===== src/rtl/rv32i_imem_loader_pkg.sv =====
// Shared types and constants for the instruction-memory loader.
// Optional feature macro: LOADER_CHECKSUM_EN (adds the trailing XOR checksum byte).
package rv32i_imem_loader_pkg;

  localparam int unsigned INST_W = 32;

  // Loader state encodings (3 bits)
  typedef enum logic [2:0] {
    LDR_LEN   = 3'd0,
    LDR_DATA  = 3'd1,
    LDR_WRITE = 3'd2,
    LDR_CKSUM = 3'd3,
    LDR_DONE  = 3'd4,
    LDR_ERR   = 3'd5
  } ldr_state_e;

  // True while a frame is in flight
  function automatic logic is_busy(input ldr_state_e s);
    return (s == LDR_LEN) || (s == LDR_DATA) || (s == LDR_WRITE) || (s == LDR_CKSUM);
  endfunction

endpackage


===== src/rtl/rv32i_imem_loader_if.sv =====
// Byte-stream input and instruction-memory write port of the loader.
// master = loader side, slave = byte source / memory side.
interface rv32i_imem_loader_if #(
  parameter int unsigned IMEM_AW = 10
);
  import rv32i_imem_loader_pkg::*;

  logic              rx_valid;
  logic [7:0]        rx_data;
  logic              rx_ready;
  logic              imem_we;
  logic [IMEM_AW-1:0] imem_waddr;
  logic [INST_W-1:0] imem_wdata;

  modport master (
    input  rx_valid, rx_data,
    output rx_ready, imem_we, imem_waddr, imem_wdata
  );

  modport slave (
    output rx_valid, rx_data,
    input  rx_ready, imem_we, imem_waddr, imem_wdata
  );
endinterface


===== src/rtl/rv32i_loader_timer.sv =====
// Inter-byte idle timer: clearable, enabled down-counter holding the remaining
// idle budget; expired_c fires on the idle cycle that exhausts it.
module rv32i_loader_timer #(
  parameter int unsigned TIMEOUT_CYCLES = 1000000
) (
  input  logic clk,
  input  logic rst,
  input  logic clr,
  input  logic en,
  output logic expired_c
);
  localparam int unsigned TW = (TIMEOUT_CYCLES > 2) ? $clog2(TIMEOUT_CYCLES) : 1;
  localparam logic [TW-1:0] LOAD = TW'(TIMEOUT_CYCLES - 1);

  logic [TW-1:0] cnt;

  // Reload on clear, count down on idle cycles, park at zero
  always_ff @(posedge clk or posedge rst) begin
    if (rst) begin
      cnt <= LOAD;
    end else if (clr) begin
      cnt <= LOAD;
    end else if (en && (cnt != '0)) begin
      cnt <= cnt - TW'(1);
    end
  end

  assign expired_c = en && (cnt == '0);
endmodule


===== src/rtl/rv32i_imem_loader.sv =====
// Program-image loader: byte stream -> LE 32-bit words -> instruction memory,
// holding the core in reset until the image is complete.
// Optional feature macro: LOADER_CHECKSUM_EN (trailing XOR checksum byte, CKSUM state).
module rv32i_imem_loader
  import rv32i_imem_loader_pkg::*;
#(
  parameter int unsigned IMEM_AW        = 10,
  parameter int unsigned TIMEOUT_CYCLES = 1000000
) (
  input  logic                clk,
  input  logic                rst,
  rv32i_imem_loader_if.master bus,
  input  logic                start,
  output logic                cpu_rst,
  output logic                busy,
  output logic                done,
  output logic                err
);
  localparam int unsigned IW = IMEM_AW + 1;
  localparam logic [32:0] MAX_WORDS = 33'(1) << IMEM_AW;

  ldr_state_e state, state_next;
  logic [31:0]        len, len_next, len_full;
  logic [INST_W-1:0]  word, word_next, word_full;
  logic [IW-1:0]      idx, idx_next;
  logic [1:0]         byte_cnt, byte_cnt_next;
  logic               rx_ready_q, rx_ready_next;
  logic               we_q, we_next;
  logic [IMEM_AW-1:0] waddr_q, waddr_next;
  logic [INST_W-1:0]  wdata_q, wdata_next;
  logic               cpu_rst_next, busy_next, done_next, err_next;
  logic               accept_c, counting_c, timer_exp_c;
`ifdef LOADER_CHECKSUM_EN
  logic [7:0]         csum, csum_next;
`endif

  assign accept_c   = bus.rx_valid & rx_ready_q;
  assign counting_c = ((state == LDR_LEN) && (byte_cnt != 2'd0)) ||
                      (state == LDR_DATA) || (state == LDR_CKSUM);

  rv32i_loader_timer #(.TIMEOUT_CYCLES(TIMEOUT_CYCLES)) u_timer (
    .clk       (clk),
    .rst       (rst),
    .clr       (accept_c | ~counting_c),
    .en        (counting_c & ~accept_c),
    .expired_c (timer_exp_c)
  );

  // State, datapath and registered outputs
  always_ff @(posedge clk or posedge rst) begin
    if (rst) begin
      state      <= LDR_LEN;
      len        <= '0;
      word       <= '0;
      idx        <= '0;
      byte_cnt   <= '0;
      rx_ready_q <= 1'b1;
      we_q       <= 1'b0;
      waddr_q    <= '0;
      wdata_q    <= '0;
      cpu_rst    <= 1'b1;
      busy       <= 1'b1;
      done       <= 1'b0;
      err        <= 1'b0;
`ifdef LOADER_CHECKSUM_EN
      csum       <= '0;
`endif
    end else begin
      state      <= state_next;
      len        <= len_next;
      word       <= word_next;
      idx        <= idx_next;
      byte_cnt   <= byte_cnt_next;
      rx_ready_q <= rx_ready_next;
      we_q       <= we_next;
      waddr_q    <= waddr_next;
      wdata_q    <= wdata_next;
      cpu_rst    <= cpu_rst_next;
      busy       <= busy_next;
      done       <= done_next;
      err        <= err_next;
`ifdef LOADER_CHECKSUM_EN
      csum       <= csum_next;
`endif
    end
  end

  // Next-state, assembly and output decode
  always_comb begin
    state_next    = state;
    len_next      = len;
    word_next     = word;
    idx_next      = idx;
    byte_cnt_next = byte_cnt;
    waddr_next    = waddr_q;
    wdata_next    = wdata_q;
    len_full      = {bus.rx_data, len[31:8]};
    word_full     = {bus.rx_data, word[31:8]};
`ifdef LOADER_CHECKSUM_EN
    csum_next     = csum;
`endif

    case (state)
      LDR_LEN: begin
        if (accept_c) begin
          len_next      = len_full;
          byte_cnt_next = byte_cnt + 2'd1;
          if (byte_cnt == 2'd3) begin
            if (len_full == 32'd0) begin
`ifdef LOADER_CHECKSUM_EN
              state_next = LDR_CKSUM;
`else
              state_next = LDR_DONE;
`endif
            end else if ({1'b0, len_full} > MAX_WORDS) begin
              state_next = LDR_ERR;
            end else begin
              state_next = LDR_DATA;
            end
          end
        end else if (timer_exp_c) begin
          state_next = LDR_ERR;
        end
      end

      LDR_DATA: begin
        if (accept_c) begin
          word_next     = word_full;
          byte_cnt_next = byte_cnt + 2'd1;
`ifdef LOADER_CHECKSUM_EN
          csum_next     = csum ^ bus.rx_data;
`endif
          if (byte_cnt == 2'd3) begin
            state_next = LDR_WRITE;
            waddr_next = idx[IMEM_AW-1:0];
            wdata_next = word_full;
          end
        end else if (timer_exp_c) begin
          state_next = LDR_ERR;
        end
      end

      LDR_WRITE: begin
        idx_next = idx + IW'(1);
        if (32'(idx) == (len - 32'd1)) begin
`ifdef LOADER_CHECKSUM_EN
          state_next = LDR_CKSUM;
`else
          state_next = LDR_DONE;
`endif
        end else begin
          state_next = LDR_DATA;
        end
      end

`ifdef LOADER_CHECKSUM_EN
      LDR_CKSUM: begin
        if (accept_c) begin
          state_next = (bus.rx_data == csum) ? LDR_DONE : LDR_ERR;
        end else if (timer_exp_c) begin
          state_next = LDR_ERR;
        end
      end
`endif

      // Timer is held cleared here because neither state counts
      LDR_DONE, LDR_ERR: begin
        if (start) begin
          state_next    = LDR_LEN;
          len_next      = '0;
          word_next     = '0;
          idx_next      = '0;
          byte_cnt_next = '0;
          waddr_next    = '0;
`ifdef LOADER_CHECKSUM_EN
          csum_next     = '0;
`endif
        end
      end

      default: state_next = LDR_ERR;
    endcase

    rx_ready_next = (state_next == LDR_LEN) || (state_next == LDR_DATA) ||
                    (state_next == LDR_CKSUM);
    we_next       = (state_next == LDR_WRITE);
    cpu_rst_next  = (state_next != LDR_DONE);
    busy_next     = is_busy(state_next);
    done_next     = (state_next == LDR_DONE);
    err_next      = (state_next == LDR_ERR);
  end

  assign bus.rx_ready   = rx_ready_q;
  assign bus.imem_we    = we_q;
  assign bus.imem_waddr = waddr_q;
  assign bus.imem_wdata = wdata_q;
endmodule


===== src/flat_wrapper.sv =====
// flat-port wrapper written by rule: the top's interface ports become plain ports
module rv32i_imem_loader_flat import rv32i_imem_loader_pkg::*;
#(
  parameter int unsigned IMEM_AW        = 10,
  parameter int unsigned TIMEOUT_CYCLES = 1000000
)
  (clk, rst, start, cpu_rst, busy, done, err, bus_rx_valid, bus_rx_data, bus_rx_ready, bus_imem_we, bus_imem_waddr, bus_imem_wdata);
  rv32i_imem_loader_if #(.IMEM_AW(IMEM_AW)) bus_i ();
  input  logic clk;
  input  logic rst;
  input  logic start;
  output logic cpu_rst;
  output logic busy;
  output logic done;
  output logic err;
  input wire logic [$bits(bus_i.rx_valid)-1:0] bus_rx_valid;
  input wire logic [$bits(bus_i.rx_data)-1:0] bus_rx_data;
  output wire logic [$bits(bus_i.rx_ready)-1:0] bus_rx_ready;
  output wire logic [$bits(bus_i.imem_we)-1:0] bus_imem_we;
  output wire logic [$bits(bus_i.imem_waddr)-1:0] bus_imem_waddr;
  output wire logic [$bits(bus_i.imem_wdata)-1:0] bus_imem_wdata;
  assign bus_i.rx_valid = bus_rx_valid;
  assign bus_i.rx_data = bus_rx_data;
  assign bus_rx_ready = bus_i.rx_ready;
  assign bus_imem_we = bus_i.imem_we;
  assign bus_imem_waddr = bus_i.imem_waddr;
  assign bus_imem_wdata = bus_i.imem_wdata;
  rv32i_imem_loader #(.IMEM_AW(IMEM_AW), .TIMEOUT_CYCLES(TIMEOUT_CYCLES)) u_core (.clk(clk), .rst(rst), .bus(bus_i), .start(start), .cpu_rst(cpu_rst), .busy(busy), .done(done), .err(err));
endmodule

===== config.mk =====
export PLATFORM = sky130hd
export DESIGN_NAME = rv32i_imem_loader_flat
export DESIGN_NICKNAME = d
export VERILOG_FILES = /design/src/rtl/rv32i_imem_loader_pkg.sv /design/src/rtl/rv32i_imem_loader_if.sv /design/src/rtl/rv32i_loader_timer.sv /design/src/rtl/rv32i_imem_loader.sv /design/src/flat_wrapper.sv
export SDC_FILE = /design/constraint.sdc
export NUM_CORES = 1
export LEC_CHECK = 0
export BUFFER_PORTS_ARGS = -buffer_cell sky130_fd_sc_hd__buf_2
export CAP_MARGIN = 15
export CORE_ASPECT_RATIO = 0.75
export CORE_MARGIN = 8
export CORE_UTILIZATION = 30
export DETAILED_ROUTE_END_ITERATION = 7
export PLACE_DENSITY_LB_ADDON = 0.25
export SETUP_SLACK_MARGIN = 0.15
export SLEW_MARGIN = 10
export SYNTH_ARGS = -nofsm -noshare
export SYNTH_HDL_FRONTEND = slang
export SYNTH_SLANG_ARGS = --single-unit

===== constraint.sdc =====
create_clock -name clk -period 10 [get_ports clk]
set_input_delay 0.5 -clock clk [delete_from_list [all_inputs] [get_ports clk]]
set_output_delay 0.5 -clock clk [all_outputs]
set_load 0.02 [all_outputs]

==> impl_metrics.toml <==
[sta]
period_needed_ps = 3070
slew_headroom_pct = 34.4
fin_skew_ps = 14.7
hold_violations = 0
setup_tns_ps = 0
max_freq_mhz = 326
postLayoutSetupSlackWorst_ps = 6930
hold-worst-slack_ps = 134
rsz0062_at_grt = "no"
worst_pin_slew_ps = 984
drv_slew = 0
min_period_over_period_pct = 30.7
setup_viol = 0

[clock_tree]
cts_resized = 0
htreeDepth = 4
insertion_delay_ps = 430
postCtsSetupBuffers = 0
hold_buffers = 0
cts_buffers = 17
clkTransAtPathRegs_ps = 70
clock_path_buffers = 2
root_buffer = "clkbuf_16"
cts_tree = "yes"
clock_sinks = 140

[setup_path]
critPathKind = "flop to flop"
r2r_cells = 9
crit_fanout = 7
required_ps = 10360
reg2reg_from = "u_core.len[0]"
ff2ff_setup_slack_ps = 6930
r2r_end = "u_core.done"
start_kind = "flop"
max_stage_delay_ps = 600
endpoint_kind = "flop"
cp_data_arrival_time_ps = 3430
cp_cell_sequence = "inv_1, ha_1, nor4b_2, and2_1, nand2_2, a2111oi_4, o2111ai_2, o31ai_4, and3_1"
slowest_stage = "nor4b_2"

[cells_and_area]
syn_to_final_growth_pct = 17.4
layout.nets = 817
num_antenna_cells = 0
nFillCells = 2252
drive_gt1_share_pct = 16.4

[yosys]
yosys_most_used_dff = "dfrtp_1"
synthSimpleGateAreaFrac_pct = 26.7
synth-edff-count = 0
synth_area_leaders = "dfrtp_1, nand2_1, dfstp_2"
synth_top_area_share_pct = 47.4
yosys.area.top_type = "dfrtp_1"
synth_seq_area_share_pct = 53.3
async_flop_share_pct = 100
synth.mux.area_fraction_pct = 0.152
synth_compound_gate_area_share_pct = 10.4
synth-xor-area-share_pct = 5.30
synth_nets = 771
synthAdderAreaFrac_pct = 0.947
yosys_warnings = 0
syn_area_per_cell_um2 = 8.76
ys_ff_latch = 140
syn_area_mm2 = 0.00661
synth_top_family_by_area = "simple AND/OR/NAND/NOR gates"
synthCells = 754
synth.distinct_cells = 57

[grt]
grt_pass1_wl_um = 27400
grt_pass1_vias = 5076
antenna_found_initial = 0
grt_max_degree = 77
grt_overflow = 0
grt_usage_pct = 12.6

[flow_run]
maxCapViolCount = 0

[drt]
wl_um = 16400
viasPerCell = 4.71
first_iter_violations = 349
postRouteAntennaNets = 0
detail_route.wl_per_cell_um = 14.8
first_pass_iters = 5
remaining_drc_errors = 0
vias = 5219

[die]
initial_utilization_pct = 30.3
die_x_um = 187
rows = 47
num_io_pins = 60
fp.dieH_um = 145
dieArea_mm2 = 0.0271
core_mm2 = 0.0218

[status]
status = "finished, final reports clean"

[placed_design]
gp_congestion = 0.830
dp_slack_ps = 6940
portBuffers = 59
dp_hpwl_um = 11200

[hold_path]
hold_class = "input port to asynchronous set/reset pin"

[power_and_ir_drop]
p_leak_nw = 3.69
cellPowerDensity_mw_per_mm2 = 312
ir_drop_mv = 0.0952
-- per-stage QoR --
stage	area [µm²]	utilization, %	instances	power, W
2_1_floorplan	6610	-	754	0.00156
6_report	7760	35.6	1107	0.00242
3_3_place_gp	7180	32.9	1074	0.00182
4_1_cts	7750	35.5	1106	0.00245
3_5_place_dp	7180	32.9	1074	0.00183
5_1_grt	7760	35.6	1107	0.00262
-- power breakdown --
part / switching (W) / total [W] / internal [W]
logic: 0.000563 / 0.000875 / 0.000312
registers: 0.000184 / 0.000940 / 0.000756
clock network: 0.000269 / 0.000603 / 0.000334
total: 0.00102 / 0.00242 / 0.00140
-- logic make-up (layout without fill, tap and decap cells) --
kind of cell / after synthesis / after routing
and+or+nand+nor: 402 / 402
muxes: 1 / 1
xor gates and xnor gates: 40 / 40
DFF: 140 / 140
AOI/OAI and AO/OA: 110 / 110
buffers and inverters: 56 / 115
adders and majority gates: 5 / 5
-- cells in the final DEF (no fill, tap or decap), drive strengths merged, types with 3 or more instances in the layout --
cell type,Yosys,routed
a21oi,14,14
a31oi,3,3
and2,3,3
and3,5,5
buf,1,67
clkbuf,39,18
clkinv,0,7
dfrtp,125,125
dfstp,15,15
ha,5,5
inv,16,23
nand2,260,260
nand2b,4,4
nand3,28,28
nand4,7,7
nor2,45,45
nor2b,3,3
nor3,15,15
nor4,8,8
o211ai,3,3
o21ai,65,65
o31ai,8,8
or2,4,4
or3,6,6
or4,4,4
xnor2,18,18
xor2,22,22
-- flip-flops by register name, summed over array words and instances (netlist names), 2 cells and up --
register,count
u_core.word,24
u_core.state,3
u_core.u_timer.cnt,20
u_core.bus.imem_waddr,10
u_core.len,32
u_core.idx,11
u_core.byte_cnt,2
u_core.bus.imem_wdata,32
-- routing by layer --
| layer | up-vias | global-route usage [%] | wire length [µm] |
|---|---|---|---|
| met5 | - | 0 | 0 |
| met4 | 0 | 3.92 | 165 |
| met3 | 16 | 3.69 | 1030 |
| met2 | 116 | 18.3 | 6890 |
| met1 | 2476 | 17.7 | 8290 |
| li1 | 2611 | - | - |
-- layout make-up --
cell class,instances,area [µm²],share of cell area (%)
multi-input cells,558,2880,37.1
flip-flops and latches,140,3520,45.4
clock buffers,18,439,5.66
clock inverters,14,130,1.68
inverters,16,65.1,0.839
repair buffers,67,353,4.55
well taps,294,368,4.74
-- worst max path at each step --
stage,start,endpoint,slack [ps],cells after the start
4_1_cts,u_core.len[0],u_core.done,6920,9
3_5_place_dp,u_core.len[0],u_core.done,6940,9
3_3_place_gp,u_core.len[0],u_core.done,6990,9
5_1_grt,u_core.len[0],u_core.done,6650,9
2_1_floorplan,rst,u_core.bus.imem_waddr[0],5770,1
6_report,u_core.len[0],u_core.done,6930,9
-- synth_stat cells, types with 3 or more instances --
| cell | n |
|---|---|
| nand2_1 | 259 |
| dfrtp_1 | 125 |
| o21ai_0 | 65 |
| nor2_1 | 45 |
| clkbuf_1 | 39 |
| nand3_1 | 28 |
| xor2_1 | 22 |
| xnor2_1 | 18 |
| dfstp_2 | 15 |
| inv_1 | 15 |
| nor3_1 | 15 |
| a21oi_1 | 14 |
| nand4_1 | 7 |
| nor4_1 | 7 |
| o31ai_1 | 7 |
| and3_1 | 5 |
| ha_1 | 5 |
| nand2b_1 | 4 |
| or2_2 | 4 |
| or3_1 | 4 |
| a31oi_1 | 3 |
| and2_1 | 3 |
| nor2b_1 | 3 |
| o211ai_1 | 3 |
-- critical path, delay by kind of cell (launching register included) --
kind	cells	cell delay, ps
flops	1	420
simple gates	4	1240
buf+inv	1	100
compound gates	3	950
fa+ha+maj	1	300
No activity file was read; power rests on OpenSTA's default activity.
